<file path="config.mk">
export PLATFORM = sky130hd
export DESIGN_NAME = rtmc_regs
export DESIGN_NICKNAME = d
export VERILOG_FILES = /design/src/rtl/rtmc_regs.sv
export SDC_FILE = /design/constraint.sdc
export NUM_CORES = 1
export LEC_CHECK = 0
export BUFFER_PORTS_ARGS = -buffer_cell sky130_fd_sc_hd__buf_2
export CELL_PAD_IN_SITES_DETAIL_PLACEMENT = 0
export CELL_PAD_IN_SITES_GLOBAL_PLACEMENT = 1
export CORE_ASPECT_RATIO = 0.75
export CORE_UTILIZATION = 45
export DETAILED_ROUTE_END_ITERATION = 6
export PLACE_DENSITY_LB_ADDON = 0.3
export RECOVER_POWER = 25
export SLEW_MARGIN = 20
export SYNTH_ARGS = -nofsm -noshare
export SYNTH_HDL_FRONTEND = slang
export SYNTH_SLANG_ARGS = --single-unit
</file>
<file path="constraint.sdc">
create_clock -name clk -period 4.95 [get_ports clk]
set_clock_uncertainty 0.15 [all_clocks]
set_input_delay 0.99 -clock clk [delete_from_list [all_inputs] [get_ports clk]]
set_output_delay 0.99 -clock clk [all_outputs]
set_load 0.02 [all_outputs]
</file>
<file path="src/rtl/rtmc_regs.sv">
// RTMC register bank: decodes the SPI register bus into ID, CTRL, GPO, GPI level,
// sticky GPI rising-edge flags (W1C) and scratch registers, and drives a level irq.
module rtmc_regs #(
    parameter int          ADDR_W    = 4,
    parameter int          DATA_W    = 8,
    parameter int          GPI_W     = 14,
    parameter int          GPO_W     = 7,
    parameter int          N_SCRATCH = 4,
    parameter int unsigned ID_VALUE  = 8'hA5
) (
    input  logic              clk,
    input  logic              rst,
    input  logic [ADDR_W-1:0] reg_addr,
    input  logic [DATA_W-1:0] reg_wdat,
    input  logic              reg_wr,
    input  logic              reg_rd,
    output logic [DATA_W-1:0] reg_rdat,
    output logic              reg_ack,
    input  logic [GPI_W-1:0]  gpi,
    output logic [GPO_W-1:0]  gpo,
    output logic              irq
);
    localparam int GPI_N  = (GPI_W + DATA_W - 1) / DATA_W;
    localparam int A_GPI  = 3;
    localparam int A_EDGE = 3 + GPI_N;
    localparam int A_SCR  = 3 + 2 * GPI_N;
    localparam logic [DATA_W-1:0] ID_D = DATA_W'(ID_VALUE);

    if (A_SCR + N_SCRATCH > 2 ** ADDR_W) begin : g_bad_map
        $error("rtmc_regs: register map does not fit in ADDR_W address bits");
    end
    if (GPO_W > DATA_W) begin : g_bad_gpo
        $error("rtmc_regs: GPO_W must not exceed DATA_W");
    end

    logic [DATA_W-1:0]       ctrl;
    logic [GPO_W-1:0]        gpo_r;
    logic [DATA_W-1:0]       scratch [N_SCRATCH];
    logic [GPI_W-1:0]        sync1, gpi_s, gpi_prev, edge_q;
    logic [GPI_W-1:0]        rise, edge_clr;
    logic [GPI_N*DATA_W-1:0] gpi_pad, edge_pad;
    logic [1:0]              warm_cnt;
    logic                    armed;
    logic [DATA_W-1:0]       rmux;

    // The counter masks the spurious rise seen while the synchroniser fills after reset.
    assign armed    = (warm_cnt == 2'd3);
    assign rise     = gpi_s & ~gpi_prev;
    assign gpi_pad  = (GPI_N*DATA_W)'(gpi_s);
    assign edge_pad = (GPI_N*DATA_W)'(edge_q);
    assign gpo      = gpo_r;

    always_comb begin
        edge_clr = '0;
        for (int b = 0; b < GPI_W; b++) begin
            if (reg_wr && reg_addr == ADDR_W'(A_EDGE + b / DATA_W) && reg_wdat[b % DATA_W])
                edge_clr[b] = 1'b1;
        end
    end

    always_comb begin
        rmux = '0;
        if (reg_addr == ADDR_W'(0)) rmux = ID_D;
        if (reg_addr == ADDR_W'(1)) rmux = ctrl;
        if (reg_addr == ADDR_W'(2)) rmux = DATA_W'(gpo_r);
        for (int i = 0; i < GPI_N; i++) begin
            if (reg_addr == ADDR_W'(A_GPI + i))  rmux = gpi_pad[i*DATA_W +: DATA_W];
            if (reg_addr == ADDR_W'(A_EDGE + i)) rmux = edge_pad[i*DATA_W +: DATA_W];
        end
        for (int i = 0; i < N_SCRATCH; i++) begin
            if (reg_addr == ADDR_W'(A_SCR + i)) rmux = scratch[i];
        end
    end

    always_ff @(posedge clk) begin
        if (rst) begin
            reg_rdat <= '0;
            reg_ack  <= 1'b0;
            ctrl     <= '0;
            gpo_r    <= '0;
            for (int i = 0; i < N_SCRATCH; i++) scratch[i] <= '0;
            sync1    <= '0;
            gpi_s    <= '0;
            gpi_prev <= '0;
            edge_q   <= '0;
            warm_cnt <= '0;
            irq      <= 1'b0;
        end else begin
            reg_ack <= reg_wr | reg_rd;
            // Read data is taken from the mux before this cycle's write lands.
            if (reg_rd) reg_rdat <= rmux;
            if (reg_wr && reg_addr == ADDR_W'(1)) ctrl  <= reg_wdat;
            if (reg_wr && reg_addr == ADDR_W'(2)) gpo_r <= reg_wdat[GPO_W-1:0];
            for (int i = 0; i < N_SCRATCH; i++) begin
                if (reg_wr && reg_addr == ADDR_W'(A_SCR + i)) scratch[i] <= reg_wdat;
            end
            sync1    <= gpi;
            gpi_s    <= sync1;
            gpi_prev <= gpi_s;
            if (!armed) warm_cnt <= warm_cnt + 2'd1;
            // Set has priority over a coincident W1C clear.
            edge_q   <= (edge_q & ~edge_clr) | (rise & {GPI_W{armed}});
            irq      <= ctrl[0] & (|edge_q);
        end
    end
endmodule

</file>
# Yosys cells after proc, flatten, opt, wreduce, memory -nomap -nowiden

Memory sizes are Yosys's and may differ from the RTL's.
Cells that the tools add are included.

$add $sub $neg: 1
Equal/unequal tests: 11
Multiplexer cells: 43
Bitwise operators: 12
Reduce and logical (&&, ||, !) cells: 24

Operators by type and width:

| operator                                            | number |
|---|---|
| 2-to-1 mux 8 bit                                    | 15 |
| bitwise AND 14 bit                                  | 3 |
| 2-to-1 mux 1 bit                                    | 28 |
| inverter 14 bit                                     | 2 |
| logical AND 1 bit                                   | 22 |
| equality test 4 x 3 -> 1 bit, second input constant | 4 |
| OR 14 bit                                           | 1 |
| OR reduction 14 bit                                 | 1 |
| equality test 4 bit, second input constant          | 3 |
| equality test 4 x 2 -> 1 bit, second input constant | 2 |
| OR 1 bit                                            | 5 |
| equality test 4 x 1 -> 1 bit, second input constant | 1 |
| zero test 4 bit                                     | 1 |
| adder 2 x 1 -> 2 bit, second input constant         | 1 |
| equality test 2 bit, second input constant          | 1 |
| bitwise AND 1 bit                                   | 1 |

Register bits after elaboration: 83
RAM bits: 32
Logic and storage cells: 102
Memories kept: 1

Memories:

| name    | depth | width | read ports | clocked after Yosys merged registers in | write ports | line | RTL |
|---|---|---|---|---|---|---|---|
| scratch | 4     | 8     | 4          | 0                                       | 4           | 38   | `logic [DATA_W-1:0] scratch [N_SCRATCH];` |

# Longest topological paths before layout

Word-level depth: 12
Mapped depth: 8
Mapped depth without buffers: 5

# Worst setup path after synthesis

No wires, ideal clock.

Path type: input-to-reg
Start point: in reg_addr[0]
End point: mem scratch[1][0], enable pin
Library setup time: 326 ps
Data arrival time: 1,996 ps
Data required time: 4,474 ps
Slack: 2,478 ps
Cell stages on the path: 5
Buffers on the path: 3
Cells stage by stage: buf_6 buf_6 buf_6 nor3_1 a21o_1

RTL lines:

| element     | line | RTL |
|---|---|---|
| from (decl) | 13   | `input logic [ADDR_W-1:0] reg_addr,` |
| to (decl)   | 38   |  |

# Worst setup path after layout

Start point: in reg_addr[0]
End point: reg ctrl[5]

Longest elaborated chain between the ends: 2

RTL lines:

| element                      | line | RTL |
|---|---|---|
| equality test 4 x 1 -> 1 bit | 92   | `if (reg_wr && reg_addr == ADDR_W'(1)) ctrl <= reg_wdat;` |
| logical AND 1 bit            | 92   |  |
| to (signal assigned)         | 92   |  |
| to (decl)                    | 36   | `logic [DATA_W-1:0] ctrl;` |

No other way between the ends.
A chain may end at the register's enable or synchronous reset.

==> reports/results.ini <==
[logic_synthesis]
ys_warn_count=0
syn_avg_cell_area_sq_um=10.41
synth_top_cell_by_area=dfxtp_1
synth_edf_count=32
syn_area_sq_mm=0.004895
ys_async_sr_fraction=0
synth_top_area_share=0.3395
synthTopCellsByArea=dfxtp_1 34%, edfxtp_1 20%, nor2b_1 6.0%
seq_area_frac_synth=0.5358
synthDistinctLibCells=57
syn-num-nets=501
syn_inst=470
ys.flop_type=dfxtp_1
ys_ff_latch=115

[worst_setup_path]
worst_path_largest_cell_delay_ns=0.76
crit_type=input port to flip-flop
cp_data_arrival_time_ns=3.40
cp_cell_sequence=buf_2 -> nor2b_1 -> and3_1 -> mux2i_1 -> nor2_1
cpMaxStageDelayCell=nor2b_1
endpoint_kind=flip-flop
required_ns=5.03
critPathLaunchType=input port
crit_fanout=46

[run]
max_cap_violations=0

[timing]
slew_headroom=0.01128
worst_pin_slew_ns=1.483
finalHoldViolCount=0
max_freq_mhz=301.4
setup-tns-final_ns=0
setup-violations-final=0
finalCriticalPeriod_ns=3.318
maxSlewViolCount=0
whs_ns=0.2827
rsz0062_at_grt=false
final.period_utilization=0.6702

[floorplanning]
design.core.area_sq_mm=0.01041
die_w_um=122.4
start_util=0.4702
ios=47
die_h_um=92.32
row_count=32
dieArea_sq_mm=0.01130

[place]
dp_hpwl_mm=8.599
gp_congestion=0.8761
dp_cells=616
port_buffers=46

[finish]
drive_gt1_frac=0.1758
fin_util=0.5457
final_cell_count_no_fill=648
nFillCells=939
nNetsFinal=530
area_delta_synth_final_pct=16.05
antenna_cells=0

[drt]
wl_per_cell_um=20.06
highest_layer=met4
drc=0
dr_wl_met2_mm=5.826
wl_mm=13.00
dr.pass1.iters=5
routed-via-count=3768
wl_met3_um=989
vias_per_cell=5.815
met1_length_mm=6.024
ant_nets=0
drt_iter0_drc=316

[clock_tree]
cts_resized=0
cts_tree=yes
cts.sinks=115
clock-root-buffer=clkbuf_16
worstSkewPairLatency_ns=0.41
postCtsSetupBuffers=0
clk_pin_slew_ns=0.06
clock_path_buffers=2
cts.htree.levels=4
cts-buffers-inserted=17
hold_buffers=0

[run_status]
status=finished, final reports clean

[global_routing]
grt_pass1_wl_mm=19.89
grt_overflow=0
antenna_found_initial=0
grt_start_max_net_pins=73
grt_usage=0.2450
grt_pass1_vias=3513

[pwr]
p_sw_w=0.0005876
sw_frac_of_total=0.2368
pwr_density_cell_mw_per_mm2=436.8
total_power_w=0.002481
p_seq_frac=0.414
intPower_w=0.001894
clock_power_share=0.514
comb_power_share=0.072
ir_drop_uv=375.1
leakagePower_nw=2.107

[min_path]
hold_path.class=flip-flop to flip-flop

==> routing by layer <==
metal  up-vias  GRT usage
li1       1761          -
met1      1842     0.3391
met2       152     0.3694
met3        13    0.07204
met4         0    0.06911
met5         -          0
==> synth_stat cells, drive strengths merged (7+ instances only) <==
| cell | instances |
|---|---|
| dfxtp | 83 |
| nor2b | 48 |
| edfxtp | 32 |
| a21oi | 30 |
| o21ai | 30 |
| nor2 | 28 |
| mux2i | 24 |
| buf | 22 |
| nor4 | 20 |
| clkbuf | 15 |
| nand2 | 15 |
| nand3b | 15 |
| inv | 12 |
| nor3 | 11 |
| and2 | 8 |
| nand2b | 8 |
| nand3 | 8 |
| a31oi | 7 |
==> cell usage in the layout (no fill, tap or decap), drive strengths merged, types with 11 or more instances in the layout <==
cell type / n
clkbuf: 25
a21oi: 30
dfxtp: 83
nor4: 20
nand3b: 15
mux2i: 24
nor2: 28
nor2b: 48
o21ai: 30
buf: 43
inv: 14
edfxtp: 32
nor3: 11
nand2: 15
==> layout make-up <==
class / instances / area [sq um] / area share
clock buffer: 21 / 503.0 / 0.08855
clock inverter: 11 / 120.1 / 0.02115
inverter: 13 / 48.80 / 0.008590
multi-input combinational: 305 / 1984 / 0.3493
sequential: 115 / 2623 / 0.4617
tap: 136 / 170.2 / 0.02996
timing repair buffer: 47 / 231.5 / 0.04075
==> metrics by stage <==
stage          worst slack, ns  instance area, sq um
2_1_floorplan            2.478                  4895
3_3_place_gp             1.397                  5064
3_5_place_dp             1.261                  5064
4_1_cts                  1.720                  5687
5_1_grt                  1.532                  5680
6_report                 1.632                  5680
==> flip-flops by register name (all words and copies together) (netlist names) <==
register / cells
scratch: 32
ctrl: 8
gpo: 7
irq: 1
reg_rdat: 8
warm_cnt: 2
gpi_s: 14
sync1: 14
gpi_prev: 14
edge_q: 14
reg_ack: 1
==> worst max-delay path: cells and delay by family <==
kind | cells | cell delay (ns)
simple gates | 3 | 1.44
mux | 1 | 0.24
buf+inv | 1 | 0.72
==> worst paths after layout <==
kind | endpoint | depth (start not counted) | from | slack (ns)
hold reg to reg | gpi_s[11] | 1 | sync1[11] | 0.28
hold / removal | gpi_s[11] | 1 | sync1[11] | 0.28
setup reg to reg | reg_rdat[7] | 4 | scratch[1][7] | 3.19
setup / recovery | ctrl[5] | 5 | reg_addr[0] | 1.63
==> power groups by stage <==
| stage | sequential [W] | combinational [W] | clock (W) |
|---|---|---|---|
| global placement | 0.00105 | 0.000174 | 0 |
| CTS | 0.00103 | 0.000177 | 0.00128 |
| floorplan | 0.00105 | 0.000123 | 0 |
| finish | 0.00103 | 0.000179 | 0.00127 |
| global route | 0.00103 | 0.000191 | 0.00133 |
| detailed placement | 0.00105 | 0.000176 | 0 |
==> logic make-up after synthesis <==
family	share of synthesized area
xor+xnor	0.001790
simple gates	0.2002
buf+inv	0.05879
flops	0.5358
fa+ha+maj	0.002556
compound gates	0.1472
mux	0.05368
Note: power is estimated with default switching activity, not from simulation.
